$ cat src/rtl/up_mmio_pkg.sv
// Shared constants and register-offset helpers for the up_core MMIO bank.
package up_mmio_pkg;

  localparam int unsigned DEF_DATA_W = 8;
  localparam int unsigned DEF_ADDR_W = 8;

  function automatic int unsigned off_out_rb(input int unsigned c);
    return c;
  endfunction

  function automatic int unsigned off_status(input int unsigned c);
    return 2 * c;
  endfunction

  function automatic int unsigned off_ie(input int unsigned c);
    return 2 * c + 1;
  endfunction

  function automatic int unsigned off_ovr(input int unsigned c);
    return 2 * c + 2;
  endfunction

  // Every channel needs its own bit in STATUS, IE and OVERRUN.
  function automatic bit chan_ok(input int unsigned c, input int unsigned w);
    return (c >= 1) && (c <= w);
  endfunction

endpackage

$ cat src/rtl/up_mmio_in_chan.sv
// One input channel: valid rising-edge capture with pending and overrun flags.
module up_mmio_in_chan
  import up_mmio_pkg::*;
#(
  parameter int unsigned DATA_W = DEF_DATA_W
) (
  input  logic              clk,
  input  logic              nRst,
  input  logic              valid,
  input  logic [DATA_W-1:0] data,
  input  logic              clr_pend,
  input  logic              clr_ovr,
  output logic [DATA_W-1:0] data_q,
  output logic              pending,
  output logic              overrun
);

  logic valid_q;
  logic rise;
  logic ovr_set;

  assign rise    = valid & ~valid_q;
  // A capture on an unread, uncleared value is the only overrun source.
  assign ovr_set = rise & pending & ~clr_pend;

  always_ff @(posedge clk or negedge nRst) begin
    if (!nRst) begin
      valid_q <= 1'b0;
      data_q  <= '0;
      pending <= 1'b0;
      overrun <= 1'b0;
    end else begin
      valid_q <= valid;
      if (rise) begin
        data_q  <= data;
        pending <= 1'b1;
      end else if (clr_pend) begin
        pending <= 1'b0;
      end
      if (ovr_set) begin
        overrun <= 1'b1;
      end else if (clr_ovr) begin
        overrun <= 1'b0;
      end
    end
  end

endmodule

$ cat src/rtl/up_mmio_bank.sv
// Parametrised MMIO bank: address decode, output registers, IE, read mux and nInt.
module up_mmio_bank
  import up_mmio_pkg::*;
#(
  parameter int unsigned          DATA_W    = DEF_DATA_W,
  parameter int unsigned          CHANNELS  = 4,
  parameter int unsigned          ADDR_W    = DEF_ADDR_W,
  parameter logic [ADDR_W-1:0]    BASE_ADDR = ADDR_W'('hF0)
) (
  input  logic                            clk,
  input  logic                            nRst,
  input  logic [ADDR_W-1:0]               bus_addr,
  input  logic                            bus_wr,
  input  logic [DATA_W-1:0]               bus_wdata,
  input  logic                            bus_rd,
  output logic [DATA_W-1:0]               bus_rdata,
  input  logic [CHANNELS*(DATA_W+1)-1:0]  map_in,
  output logic [CHANNELS*DATA_W-1:0]      map_out,
  output logic                            nInt
);

  if (!chan_ok(CHANNELS, DATA_W)) begin : g_bad_cfg
    $error("up_mmio_bank: CHANNELS must be in 1..DATA_W");
  end

  localparam logic [ADDR_W-1:0] OFF_RB = ADDR_W'(off_out_rb(CHANNELS));
  localparam logic [ADDR_W-1:0] OFF_ST = ADDR_W'(off_status(CHANNELS));
  localparam logic [ADDR_W-1:0] OFF_IE = ADDR_W'(off_ie(CHANNELS));
  localparam logic [ADDR_W-1:0] OFF_OV = ADDR_W'(off_ovr(CHANNELS));

  logic [ADDR_W-1:0]   off;
  logic                in_win;
  logic                wr_c;
  logic                rd_c;
  logic [CHANNELS-1:0] clr_pend;
  logic [CHANNELS-1:0] clr_ovr;
  logic [CHANNELS-1:0] pend;
  logic [CHANNELS-1:0] ovr;
  logic [CHANNELS-1:0] ie;
  logic [DATA_W-1:0]   in_data [CHANNELS];
  logic [DATA_W-1:0]   out_q   [CHANNELS];
  logic [DATA_W-1:0]   rdata_c;

  // The window never wraps, so one lower-bound compare rejects low addresses.
  assign off    = bus_addr - BASE_ADDR;
  assign in_win = (bus_addr >= BASE_ADDR);
  assign wr_c   = bus_wr & in_win;
  assign rd_c   = bus_rd & ~bus_wr & in_win;

  always_comb begin
    clr_pend = '0;
    clr_ovr  = '0;
    for (int c = 0; c < int'(CHANNELS); c++) begin
      clr_pend[c] = (rd_c && (off == ADDR_W'(c))) ||
                    (wr_c && (off == OFF_ST) && bus_wdata[c]);
      clr_ovr[c]  = wr_c && (off == OFF_OV) && bus_wdata[c];
    end
  end

  for (genvar g = 0; g < int'(CHANNELS); g++) begin : g_chan
    up_mmio_in_chan #(.DATA_W(DATA_W)) u_in (
      .clk      (clk),
      .nRst     (nRst),
      .valid    (map_in[g*(DATA_W+1)+DATA_W]),
      .data     (map_in[g*(DATA_W+1) +: DATA_W]),
      .clr_pend (clr_pend[g]),
      .clr_ovr  (clr_ovr[g]),
      .data_q   (in_data[g]),
      .pending  (pend[g]),
      .overrun  (ovr[g])
    );
    assign map_out[g*DATA_W +: DATA_W] = out_q[g];
  end

  // Read mux; unmatched offsets and read-with-write fall through to zero.
  always_comb begin
    rdata_c = '0;
    if (rd_c) begin
      for (int c = 0; c < int'(CHANNELS); c++) begin
        if (off == ADDR_W'(c))          rdata_c = in_data[c];
        if (off == OFF_RB + ADDR_W'(c)) rdata_c = out_q[c];
      end
      if (off == OFF_ST) rdata_c = DATA_W'(pend);
      if (off == OFF_IE) rdata_c = DATA_W'(ie);
      if (off == OFF_OV) rdata_c = DATA_W'(ovr);
    end
  end

  always_ff @(posedge clk or negedge nRst) begin
    if (!nRst) begin
      for (int c = 0; c < int'(CHANNELS); c++) out_q[c] <= '0;
      ie        <= '0;
      bus_rdata <= '0;
      nInt      <= 1'b1;
    end else begin
      for (int c = 0; c < int'(CHANNELS); c++) begin
        if (wr_c && (off == ADDR_W'(c))) out_q[c] <= bus_wdata;
      end
      if (wr_c && (off == OFF_IE)) ie <= bus_wdata[CHANNELS-1:0];
      if (bus_rd) bus_rdata <= rdata_c;
      nInt <= ~|(pend & ie);
    end
  end

endmodule

$ cat config.mk
export PLATFORM = sky130hd
export DESIGN_NAME = up_mmio_bank
export DESIGN_NICKNAME = d
export VERILOG_FILES = /design/src/rtl/up_mmio_pkg.sv /design/src/rtl/up_mmio_in_chan.sv /design/src/rtl/up_mmio_bank.sv
export SDC_FILE = /design/constraint.sdc
export NUM_CORES = 1
export LEC_CHECK = 0
export BUFFER_PORTS_ARGS = -buffer_cell sky130_fd_sc_hd__buf_2
export CAP_MARGIN = 20
export CORE_MARGIN = 10
export CORE_UTILIZATION = 45
export DETAILED_ROUTE_END_ITERATION = 12
export PLACE_DENSITY = 0.73
export REMOVE_ABC_BUFFERS = 1
export SYNTH_ARGS = -nofsm -noshare
export SYNTH_HDL_FRONTEND = slang
export SYNTH_HIERARCHICAL = 1
export SYNTH_SLANG_ARGS = --single-unit
export TNS_END_PERCENT = 5
$ cat constraint.sdc
create_clock -name clk -period 2.75 [get_ports clk]
set_clock_uncertainty 0.1 [all_clocks]
set_input_delay 0.4125 -clock clk [delete_from_list [all_inputs] [get_ports clk]]
set_output_delay 0.4125 -clock clk [all_outputs]
set_load 0.03 [all_outputs]
==> metrics <==
classification of the worst setup path=input pin to flip-flop; global route overflow=0; P&R area growth vs syn=17.7%; capture point of the worst reg-to-reg path=bus_rdata[7]; Die Area=14400 um2; cell area after synthesis=4510 um2; Max rail drop VDD=270 uV; maximum clock rate=0.498 GHz; clk sinks=89; Initial DRT Pass Iterations=5; wirelength, routed=12.8 mm; largest net degree at the start of global routing=56; worst reg2reg startpoint=map_out[15]; hold_buf cts=1; Ys Warns=6; synthesized instance count=365; detailed placement HPWL=9.78 mm; first-pass GRT wire length=20.3 mm; Netlist cell types=58; DR vias/cell=5.66; R2R cell count=4; routability cong.=0.862; initial DRC count=271; setup TNS=0 ps; Slew headroom=59.0%; critical path's largest stage delay=590 ps; Final Hold Viols=0; pwr/cell area=550 nW/um2; clock slew at reported path FFs=90 ps; CP max FO=18; Max Root-Sink Buffers=2; CORE AREA=9770 um2; Top-Level Pins=97; RSZ-0062 raised after global routing=no; R2R Setup Slk=1210 ps; final net count=513; run status=finished, final reports clean; die height=120 um; clock root cell=clkbuf_8; Worst Setup End Kind=flip-flop; Layout fillers=895; CP Data Arrival Time=2150 ps; Initial Util=46.1%; EDFF count, synth=0; Total GRT Usage=17.9%; Worst EP required=2900 ps; Seq. cell area=2230 um2; total clock buffers created by CTS=9; max-cap check violation count=0; Clock Latency Late Sink=360 ps; Leak Pwr=2.64 nW; critical path startpoint category=input pin; Setup Viol. Count Final=0; DR DRC count=0; Post-Synthesis Mean Instance Area=12.3 um2; Slowest-stage cell, CP=or3_1; Main synth FF type=dfrtp_1; final hold slack=80.7 ps; Hold Crit Endpoint=g_chan[2].u_in/valid_q; row cnt=36; # diodes=0; top cells by area, synth=dfrtp_1 49%, mux2_4 13%, mux2_1 5.5%; vias in the first global route=3670; Hold Path Class=input pin to flip-flop; fin crit share=73.0%; CTS tree=yes; crit-path cells=buf_2 > nor2_1 > nand2_1 > or3_1 > mux2_4; Async SR Flop Fraction=100%; layout cells sized above 1=38.5%; PortBufs=96; initial antenna violation count=0; area leader, netlist=dfrtp_1; die span in x=120 um; Synth Register Bits=89; hold path depth=1; post-synth top area share=48.9%; Slew Limit Fails=0; post-CTS resize count=0; final critical path time including I/O delays and setup=2010 ps; Post-CTS Setup Inserts=0; Post-DRT Antenna Nets=0; worst-margin pin slew=610 ps; critical hold path startpoint=map_in[26]; H-tree depth=3; DR WL/cell=21.6 um; via count=3367; Multi-input gate area=2110 um2; register area share after synthesis=49.5%
[cell usage after synthesis (all sizes together), types with 5 or more instances]
master and instances:
a221oi 5, and3 5, buf 12, clkbuf 11, dfrtp 88, inv 7, mux2 68, mux2i 14
nand2 21, nand2b 11, nor2 15, nor2b 7, nor3 10, o211ai 8, o21ai 17, o22ai 8
[cell usage in the layout, fill, tap and decap left out, types with 4 or more instances in the layout]
cell and instances:
dfrtp_1 88, or2b_2 4, a21o_1 4, nor3_1 9
and2_1 4, mux2i_1 14, o22ai_1 8, buf_2 95
mux2_2 6, nand2b_1 11, mux2_4 40, o211ai_1 8
nor2b_4 4, a221oi_1 5, nor2_1 14, buf_4 7
clkbuf_8 10, and3_1 5, a211oi_1 4, o21ai_1 9
inv_1 6, nand2_1 19, o21ai_0 8, mux2_1 22
[flip-flops by register name (all words and copies together) (netlist names)]
signal and flops:
g_chan.u_in/data_q 32, map_out 32, bus_rdata 8, g_chan.u_in/overrun 4, g_chan.u_in/pending 4, g_chan.u_in/valid_q 4, ie 4, nInt 1
[worst max path at each step]
stage,start,endpoint,slack [ps],cells after the start
after global placement,bus_addr[2],bus_rdata[7],430,6
final,bus_addr[2],map_out[1],740,5
after CTS,bus_addr[2],map_out[1],780,5
after floorplan,bus_addr[7],map_out[16],830,5
after global routing,bus_addr[2],map_out[3],660,5
after detailed placement,bus_addr[2],map_out[1],400,5
[area by class of cell]
type                            count  area share (%)
Clock inverter                      3            1.23
Timing Repair Buffer              104            10.5
Tap cell                          133            3.14
Inverter                            7           0.496
Multi-Input combinational cell    246            39.8
Clock buffer                       13            2.81
Sequential cell                    89            42.0
[per-layer routing]
metal	wire [um]	global-route usage, %	vias to the layer above
met2	6330	29.3	101
met5	0	0	-
met4	307	6.64	0
li1	-	-	1526
met3	644	4.03	20
met1	5550	22.6	1720
[per-stage QoR]
step	std cells	cell area [um2]	total power [mW]	utilization [%]	worst slack, ps
after floorplan	342	4360	1.75	-	829
after global placement	578	5080	1.94	52.0	428
after CTS	595	5300	2.94	54.2	775
final	595	5300	2.91	54.2	742
after detailed placement	578	5080	1.95	52.0	401
after global routing	595	5300	3.04	54.2	658
[worst max-delay path: cells and delay by family]
kind | cells | cell delay [ps]
simple gates | 3 | 1070
buf+inv | 1 | 260
mux | 1 | 390
[power breakdown]
| part | leakage (nW) | internal, mW | switching (mW) |
|---|---|---|---|
| clock network | 0.108 | 0.537 | 0.453 |
| logic | 1.42 | 0.213 | 0.221 |
| registers | 1.11 | 1.41 | 0.0793 |
[cells by family (layout without fill, tap and decap cells)]
family	Yosys count	count (layout)	synth area share [%]
mux	83	83	23.9
simple gates	92	92	11.9
buf+inv	30	127	3.72
flops	89	89	49.5
compound gates	71	71	11.0
Power figures use the tool's default switching activity.
